--- src/rtl/spi_defs_pkg.sv ---
// rtl/spi_defs_pkg.sv - shared constants for the SPI FIFO buffers
package spi_defs;

    // Default geometry of one SPI direction buffer.
    localparam int SPI_FIFO_DATA_W   = 8;
    localparam int SPI_FIFO_DEPTH    = 8;

    // Default watermark thresholds, expressed as occupancy counts.
    localparam int SPI_FIFO_AF_LEVEL = SPI_FIFO_DEPTH - 1;
    localparam int SPI_FIFO_AE_LEVEL = 1;

endpackage

--- src/rtl/spi_fifo_mem.sv ---
// rtl/spi_fifo_mem.sv - DATA_W x DEPTH storage, one write port, one registered read port
//
// Ports:
//   clk   in  system clock
//   we    in  write enable
//   waddr in  write address
//   wdata in  write data
//   re    in  read enable; rdata loads mem[raddr] on the edge
//   raddr in  read address
//   rdata out registered read data, holds when re is low
//
// Storage and rdata are deliberately not reset.
module spi_fifo_mem #(
    parameter int DATA_W = 8,
    parameter int DEPTH  = 8,
    localparam int ADDR_W = $clog2(DEPTH)
) (
    input  logic              clk,
    input  logic              we,
    input  logic [ADDR_W-1:0] waddr,
    input  logic [DATA_W-1:0] wdata,
    input  logic              re,
    input  logic [ADDR_W-1:0] raddr,
    output logic [DATA_W-1:0] rdata
);

    logic [DATA_W-1:0] mem [DEPTH];

    // Read-before-write: when waddr == raddr on the same edge, rdata gets
    // the old entry. The top relies on this for push+pop on a full FIFO.
    always_ff @(posedge clk) begin
        if (we) begin
            mem[waddr] <= wdata;
        end
        if (re) begin
            rdata <= mem[raddr];
        end
    end

endmodule

--- src/rtl/spi_fifo_sync.sv ---
// rtl/spi_fifo_sync.sv - parametrised synchronous FIFO for one SPI direction
//
// Ports:
//   clk          in  system clock
//   rst_n        in  synchronous active-low reset
//   fifo_en      in  global enable; low holds all state
//   flush        in  discard contents (wins over push/pop)
//   wr_en        in  push request
//   wr_data      in  push data
//   rd_en        in  pop request
//   rd_data      out popped data, registered, 1-cycle latency
//   rd_valid     out pulse: rd_data updated this cycle
//   data_count   out occupancy 0..DEPTH
//   full         out data_count == DEPTH
//   empty        out data_count == 0
//   almost_full  out data_count >= AF_LEVEL
//   almost_empty out data_count <= AE_LEVEL
//   overflow     out sticky: push rejected
//   underflow    out sticky: pop rejected
//   err_clr      in  clears overflow/underflow (a same-cycle new error wins)
module spi_fifo_sync
    import spi_defs::*;
#(
    parameter int DATA_W   = SPI_FIFO_DATA_W,
    parameter int DEPTH    = SPI_FIFO_DEPTH,
    parameter int AF_LEVEL = DEPTH - 1,
    parameter int AE_LEVEL = SPI_FIFO_AE_LEVEL,
    localparam int ADDR_W  = $clog2(DEPTH)
) (
    input  logic              clk,
    input  logic              rst_n,
    input  logic              fifo_en,
    input  logic              flush,
    input  logic              wr_en,
    input  logic [DATA_W-1:0] wr_data,
    input  logic              rd_en,
    output logic [DATA_W-1:0] rd_data,
    output logic              rd_valid,
    output logic [ADDR_W:0]   data_count,
    output logic              full,
    output logic              empty,
    output logic              almost_full,
    output logic              almost_empty,
    output logic              overflow,
    output logic              underflow,
    input  logic              err_clr
);

    localparam int CNT_W = ADDR_W + 1;
    localparam logic [CNT_W-1:0] FULL_CNT = CNT_W'(DEPTH);
    localparam logic [CNT_W-1:0] AF_CNT   = CNT_W'(AF_LEVEL);
    localparam logic [CNT_W-1:0] AE_CNT   = CNT_W'(AE_LEVEL);

    logic [ADDR_W-1:0] wr_ptr_q, wr_ptr_d;
    logic [ADDR_W-1:0] rd_ptr_q, rd_ptr_d;
    logic [CNT_W-1:0]  count_q,  count_d;
    logic              rd_valid_q, rd_valid_d;
    logic              ovf_q, ovf_d;
    logic              unf_q, unf_d;
    // Set once a pop has loaded the read register since reset; until then
    // rd_data reads as zero because the memory's read register is unreset.
    logic              loaded_q, loaded_d;

    logic              pop_acc;
    logic              push_acc;
    logic [DATA_W-1:0] mem_rdata;

    assign full         = (count_q == FULL_CNT);
    assign empty        = (count_q == '0);
    assign almost_full  = (count_q >= AF_CNT);
    assign almost_empty = (count_q <= AE_CNT);

    // A pop is judged against the pre-edge count, so data pushed this cycle
    // is never visible to a same-cycle pop. A push into a full FIFO is only
    // legal when it replaces an entry leaving through an accepted pop.
    assign pop_acc  = fifo_en & ~flush & rd_en & ~empty;
    assign push_acc = fifo_en & ~flush & wr_en & (~full | pop_acc);

    always_comb begin
        wr_ptr_d   = wr_ptr_q;
        rd_ptr_d   = rd_ptr_q;
        count_d    = count_q;
        rd_valid_d = 1'b0;
        ovf_d      = ovf_q;
        unf_d      = unf_q;
        loaded_d   = loaded_q | pop_acc;

        if (fifo_en) begin
            if (flush) begin
                wr_ptr_d = '0;
                rd_ptr_d = '0;
                count_d  = '0;
            end else begin
                if (push_acc) begin
                    wr_ptr_d = wr_ptr_q + 1'b1;
                end
                if (pop_acc) begin
                    rd_ptr_d = rd_ptr_q + 1'b1;
                end
                case ({push_acc, pop_acc})
                    2'b10:   count_d = count_q + 1'b1;
                    2'b01:   count_d = count_q - 1'b1;
                    default: count_d = count_q;
                endcase
                rd_valid_d = pop_acc;
                ovf_d = (wr_en & ~push_acc) | (ovf_q & ~err_clr);
                unf_d = (rd_en & ~pop_acc)  | (unf_q & ~err_clr);
            end
        end
    end

    always_ff @(posedge clk) begin
        if (!rst_n) begin
            wr_ptr_q   <= '0;
            rd_ptr_q   <= '0;
            count_q    <= '0;
            rd_valid_q <= 1'b0;
            ovf_q      <= 1'b0;
            unf_q      <= 1'b0;
            loaded_q   <= 1'b0;
        end else begin
            wr_ptr_q   <= wr_ptr_d;
            rd_ptr_q   <= rd_ptr_d;
            count_q    <= count_d;
            rd_valid_q <= rd_valid_d;
            ovf_q      <= ovf_d;
            unf_q      <= unf_d;
            loaded_q   <= loaded_d;
        end
    end

    // Write/read enables are qualified by rst_n so reset really holds storage
    // and the read register still.
    spi_fifo_mem #(
        .DATA_W (DATA_W),
        .DEPTH  (DEPTH)
    ) u_mem (
        .clk   (clk),
        .we    (push_acc & rst_n),
        .waddr (wr_ptr_q),
        .wdata (wr_data),
        .re    (pop_acc & rst_n),
        .raddr (rd_ptr_q),
        .rdata (mem_rdata)
    );

    assign rd_data    = loaded_q ? mem_rdata : '0;
    assign rd_valid   = rd_valid_q;
    assign data_count = count_q;
    assign overflow   = ovf_q;
    assign underflow  = unf_q;

endmodule

--- config.mk ---
export PLATFORM = sky130hd
export DESIGN_NAME = spi_fifo_sync
export DESIGN_NICKNAME = d
export VERILOG_FILES = /design/src/rtl/spi_defs_pkg.sv /design/src/rtl/spi_fifo_mem.sv /design/src/rtl/spi_fifo_sync.sv
export SDC_FILE = /design/constraint.sdc
export NUM_CORES = 1
export LEC_CHECK = 0
export CAP_MARGIN = 10
export CORE_MARGIN = 2
export CORE_UTILIZATION = 35
export CTS_CLUSTER_DIAMETER = 30
export DETAILED_ROUTE_END_ITERATION = 10
export GPL_TIMING_DRIVEN = 0
export PLACE_DENSITY = 0.55
export SLEW_MARGIN = 20
export SYNTH_ARGS = -nofsm -noshare
export SYNTH_HDL_FRONTEND = slang
export SYNTH_SLANG_ARGS = --single-unit
--- constraint.sdc ---
create_clock -name clk -period 2.1 [get_ports clk]
set_input_delay 0.42 -clock clk [delete_from_list [all_inputs] [get_ports clk]]
set_output_delay 0.42 -clock clk [all_outputs]
set_load 0.005 [all_outputs]
* Word-level counts from Yosys, hierarchy flattened *
Memory sizes are Yosys's and may differ from the RTL's. A register that Yosys moved wholly into a read port is not among the register bits.
Cells that the tools add are included.

storage, ports and cells
  bits in writable memories = 64
  register bits = 14
  memories = 1
  word-level logic and storage cells = 58

memory list
  memory     depth  width  read ports  clocked after memory_dff  wr ports  RTL line            source
  u_mem.mem  8      8      1           1                         1         spi_fifo_mem.sv:27  logic [DATA_W-1:0] mem [DEPTH];

cells by class
  order comparisons = 2
  eq/ne operators = 3
  add/subtract/negate cells = 4
  reductions and logical operators = 9
  muxes and demuxes = 9
  bitwise logic cells = 23

operators by type and width
  cell                 number
  $mux 3               4
  $and 1x1->1          11
  $mux 8               1
  $not 1->1            8
  $pmux 4 s2           1
  $reduce_and 2->1     4
  $add 3x1->3 const B  2
  $add 4x1->4 const B  1
  $eq 4x4->1 const B   1
  $ge 4x3->1 const B   1
  $le 4x1->1 const B   1
  $logic_not 4->1      1
  $mux 4               1
  $or 1x1->1           4
  $reduce_bool 2->1    2
  $sub 4x1->4 const B  1
  $reduce_bool 3->1    1
  $reduce_or 3->1      1
  $eq 2x1->1 const B   1
  $eq 2x2->1 const B   1
  $mux 1               2

* Depth between registers and ports, before layout *
  word-level depth = 9
  mapped depth = 7
  mapped depth without buffers = 7

* By module *
From an unflattened synthesis, not the netlist that was laid out.

unflattened totals
  cells, all modules = 226
  area total of the unflattened synthesis = 3699.8 um2

by module, submodules not included
  module         area each (um2)  instances  seq. area each (um2)  cells each
  spi_fifo_mem   2771.4           1          2162.1                114
  spi_fifo_sync  928.4            1          280.3                 112

* Worst setup path before layout *
No wires, ideal clock.

  kind = register to register
  from = reg count_q[0] (netlist: data_count[0])
  to = mem u_mem.mem[1][0] (enable)
  stages on the path, launching flop included = 7
  slack = -0.173 ns
  required time = 1.717 ns
  period minus slack after synthesis = 2.273 ns
  arrival time = 1.889 ns
  path through = dfxtp_1 > inv_1 > ha_1 > nand3b_1 > o211a_1 > nand3_1 > nor3_1

on the way
  longest elaborated chain between the ends = 8
  elaborated cells on any way between the ends = 10
  those cells by class = eq/ne: 1; mux: 2; bitwise: 6; reduce/logical: 1

RTL lines
  element                         RTL line              source
  from (decl)                     spi_fifo_sync.sv:56   logic [CNT_W-1:0] count_q, count_d;
  from (signal assigned)          spi_fifo_sync.sv:124  count_q <= count_d;
  $logic_not 4->1                 spi_fifo_sync.sv:69   assign empty = (count_q == '0);
  $not 1->1                       spi_fifo_sync.sv:76   assign pop_acc = fifo_en & ~flush & rd_en & ~empty;
  $and 1x1->1                     spi_fifo_sync.sv:76
  $or 1x1->1 *                    spi_fifo_sync.sv:77   assign push_acc = fifo_en & ~flush & wr_en & (~full | pop_acc);
  $and 1x1->1 *                   spi_fifo_sync.sv:77
  $and 1x1->1 *                   spi_fifo_sync.sv:139  .we (push_acc & rst_n),
  $mux 1 *                        spi_fifo_mem.sv:32    if (we) begin
  $mux 1 (implied by the code) *  spi_fifo_mem.sv:33    mem[waddr] <= wdata;
  to (decl)                       spi_fifo_mem.sv:27

Every way passes the cells marked *; elsewhere a longest branch is shown, timed or not.

* Final worst setup path *
  from = reg count_q[1] (netlist: data_count[1])
  to = mem u_mem.mem[1][2] (enable)

Same word-level chain as after synthesis.

==> flow_metrics.py <==
metrics = {
    "power": {
        "p_int_mw": 2.494,
        "seq_power_share_pct": 58.3,
        "switching_power_uw": 688.8,
        "cellPowerDensity_nw_per_um2": 692.5,
        "relative_contribution_of_the_clock_network_to_total_power_pct": 36.3,
        "power.switching_fraction_pct": 21.64,
        "power.ir.vdd_worst_uv": 335.1,
        "p_comb_share_pct": 5.4,
        "power_leakage_nw": 1.521,
    },
    "worst_setup_path": {
        "critical_path.slowest_cell": "dfxtp_4",
        "sort_of_element_at_the_start_of_the_critical_path": "flop",
        "worstReg2RegStart": "data_count[1]",
        "crit_path_start": "data_count[1]",
        "crit_path_max_fanout": 8,
        "critPathRequiredTime_ns": 2.16,
        "crit_path_arrival_time_ns": 2.08,
        "regToRegSetupSlack_ns": 0.08,
        "worst_path_dominant_cell_family": "simple AND/OR/NAND/NOR gates",
        "cp_slowest_stage_delay_ns": 0.37,
        "setup.worst_path.class": "flop to flop",
        "cell_by_cell_trace_of_the_critical_path": "inv_2 > ha_4 > nand3b_1 > o211a_4 > nand3_1 > nor3_4 > buf_12",
        "crit_cells": 7,
        "reg2reg_to": "u_mem.mem[1][2]",
        "critPathCaptureType": "flop",
        "r2r_cells": 7,
        "critPathBufInv": 2,
    },
    "hold_path": {
        "holdPathEnd": "underflow",
        "hold_path_class": "flop to flop",
        "hp-start": "underflow",
        "hold_depth": 2,
    },
    "logic_synthesis": {
        "yosys_warnings": 0,
        "postSynthAreaPerCell_um2": 16.64,
        "ys_ff_latch": 86,
        "synth-main-ff-cell": "edfxtp_1",
        "synth_edf_count": 72,
        "synth.yosys.seq_area_share_pct": 67.64,
        "synthesis.area_um2": 3611,
        "synth_nets": 237,
        "synthesized_instance_count": 217,
        "ys_async_rst_share_pct": 0,
        "synth.distinct_cells": 44,
    },
    "cts": {
        "cts_made_buffers": 9,
        "cts_buffer_depth": 2,
        "cts_tree": "built",
        "worst_skew_pair.late_latency_ns": 0.35,
        "clkSinkCount": 86,
        "cts_hold_buf": 0,
        "clkTransAtPathRegs_ns": 0.09,
        "cts_root_buffer": "clkbuf_8",
        "cts.htree.levels": 3,
    },
    "global_route": {
        "antenna_found_initial": 0,
        "gr-usage-all-layers_pct": 13.03,
        "grt_max_degree": 16,
        "wire_length_of_the_first_global_routing_pass_um": 10810,
        "grt_pass1_vias": 1981,
        "globalRoute.totalOverflow": 0,
    },
    "timing": {
        "fin_crit_ns": 2.022,
        "finalSetupViolations": 0,
        "final-max-slew-violation-count": 0,
        "min_period_over_period_pct": 96.31,
        "timing.final.hold_violations": 0,
        "tightestPinTransition_ns": 0.6360,
        "fin_skew_ns": 0.01219,
        "grt_setup_unrepaired": "yes",
        "fin_hold_ws_ns": 0.5169,
        "max_clock_freq_mhz": 494.4,
        "timing.max_slew.rel_slack_pct": 57.60,
    },
    "finish": {
        "layout_commonest_cell": "edfxtp_1",
        "layout.cells.most_common_list": "edfxtp_1 (72), clkdlybuf4s50_1 (26), buf_4 (16), mux4_2 (16), and2_1 (14)",
        "final_net_count": 300,
        "areaGrowthSynthToFinish_pct": 27.27,
        "design_area_um2": 4596,
        "num-fill-cells": 915,
        "layout-drive-gt1-share_pct": 31.58,
        "layoutNonFillerInstCount": 421,
        "number_of_inserted_diodes": 0,
    },
    "place": {
        "port_buffers": 32,
        "place_hpwl_um": 4245,
        "placed_cell_area_um2": 4111,
        "gp_congestion": 0.7466,
        "post_placement_cell_count": 385,
    },
    "floorplanning": {
        "fp.coreArea_um2": 10180,
        "dieHeight_um": 105.6,
        "die-width_um": 105.6,
        "std_cell_rows": 37,
        "dieArea_um2": 11150,
        "boundaryPins": 34,
        "start_util_pct": 35.45,
    },
    "drt": {
        "dr_total_vias": 2003,
        "firstDrtPassIters": 4,
        "routed_wire_length_per_instance_um": 16.28,
        "drcViolationCount": 0,
        "drt-total-wl_um": 6852,
        "avgViaCountPerCell": 4.758,
        "first_iter_violations": 87,
        "ant_nets": 0,
    },
    "run": {
        "cap_viol_max_count": 0,
    },
    "outcome": {
        "status": "finished, final reports clean",
    },
}
## per-layer routing
metal | share of wire (%) | vias to the layer above | track usage [%]
li1 | - | 973 | -
met4 | 0.79 | 0 | 4.511
met3 | 2.4 | 4 | 2.968
met1 | 49 | 999 | 18.32
met5 | 0 | - | 0
met2 | 48 | 27 | 20.00
## power by group through the flow
| stage | logic, mW | registers (mW) | clock network [mW] |
|---|---|---|---|
| detailed placement | 0.152 | 1.90 | 0 |
| finish | 0.172 | 1.86 | 1.15 |
| floorplan | 0.0718 | 1.90 | 0 |
| global route | 0.188 | 1.86 | 1.25 |
| CTS | 0.167 | 1.86 | 1.19 |
| global placement | 0.149 | 1.90 | 0 |
## timing repair
action / 4_1_cts / 5_1_grt
buffers inserted: 10 / 10
cloned: 0 / 0
resized for setup: 24 / 9
endpoints found under the setup margin: 74 / 58
pin swaps: 1 / 6
## synthesized netlist by cell type, types with 2 or more instances
| library cell | number | area, µm² |
|---|---|---|
| nand3b_1 | 3 | 22.52 |
| a32oi_1 | 2 | 17.52 |
| o2111a_1 | 2 | 22.52 |
| nand2b_1 | 3 | 18.77 |
| dfxtp_1 | 14 | 280.3 |
| mux2i_1 | 2 | 20.02 |
| inv_1 | 5 | 18.77 |
| nor3_1 | 4 | 20.02 |
| a21oi_1 | 2 | 10.01 |
| nand4_1 | 4 | 25.02 |
| xnor2_1 | 2 | 17.52 |
| edfxtp_1 | 72 | 2162 |
| buf_6 | 4 | 45.04 |
| nor2b_1 | 4 | 25.02 |
| and2_1 | 14 | 87.58 |
| mux2_2 | 8 | 90.09 |
| nand2_1 | 10 | 37.54 |
| a21boi_0 | 2 | 15.01 |
| ha_1 | 5 | 62.56 |
| and2_2 | 2 | 15.01 |
| clkbuf_1 | 3 | 11.26 |
| nor2_1 | 11 | 41.29 |
| mux4_2 | 16 | 360.4 |
| nand3_1 | 3 | 15.01 |
## sequential cells by signal, summed over array words and instances, names as in the netlist
name and count:
underflow 1, rd_ptr_q 3, u_mem.rdata 8, wr_ptr_q 3
data_count 4, rd_valid 1, loaded_q 1, overflow 1
u_mem.mem 64
## worst max path at each step
stage / slack, ns / endpoint
floorplan: 0.03 / u_mem.mem[3][0]
global placement: -0.77 / u_mem.mem[3][3]
detailed placement: -0.76 / u_mem.mem[3][3]
CTS: -0.11 / u_mem.mem[3][0]
global route: -0.06 / u_mem.mem[2][0]
finish: 0.08 / u_mem.mem[1][2]
## worst min-delay path, stage by stage, from the launching register on
cell and delay [ns]:
dfxtp_1 0.33, a32oi_1 0.06, nor2b_1 0.09
## through the flow
step	total power, mW	setup TNS (ns)	util (%)	worst slack [ns]
2_1_floorplan	1.970	0	-	0.03461
6_report	3.182	0	45.12	0.07753
4_1_cts	3.213	-2.460	43.76	-0.1124
3_3_place_gp	2.048	-46.87	40.37	-0.7656
3_5_place_dp	2.051	-46.75	40.37	-0.7577
5_1_grt	3.300	-0.7404	45.12	-0.05972
## final cells by class
cell class | count | area [µm²] | share of cell area [%]
tap | 136 | 170.2 | 3.703
inverter | 5 | 18.77 | 0.4084
buffer | 10 | 73.82 | 1.606
multi-input combinational | 116 | 1160 | 25.24
timing repair buffer | 52 | 525.5 | 11.43
clock buffer | 9 | 123.9 | 2.695
sequential | 86 | 2450 | 53.31
clock inverter | 7 | 73.82 | 1.606
## logic make-up after synthesis
logic type,after synthesis,synth area share [%]
simple gates,64,10.22
fa+ha+maj,5,1.733
xor+xnor,2,0.4852
mux,26,13.03
flops,86,67.64
compound gates,19,4.366
buf+inv,15,2.529
(Power assumes the default switching activity.)
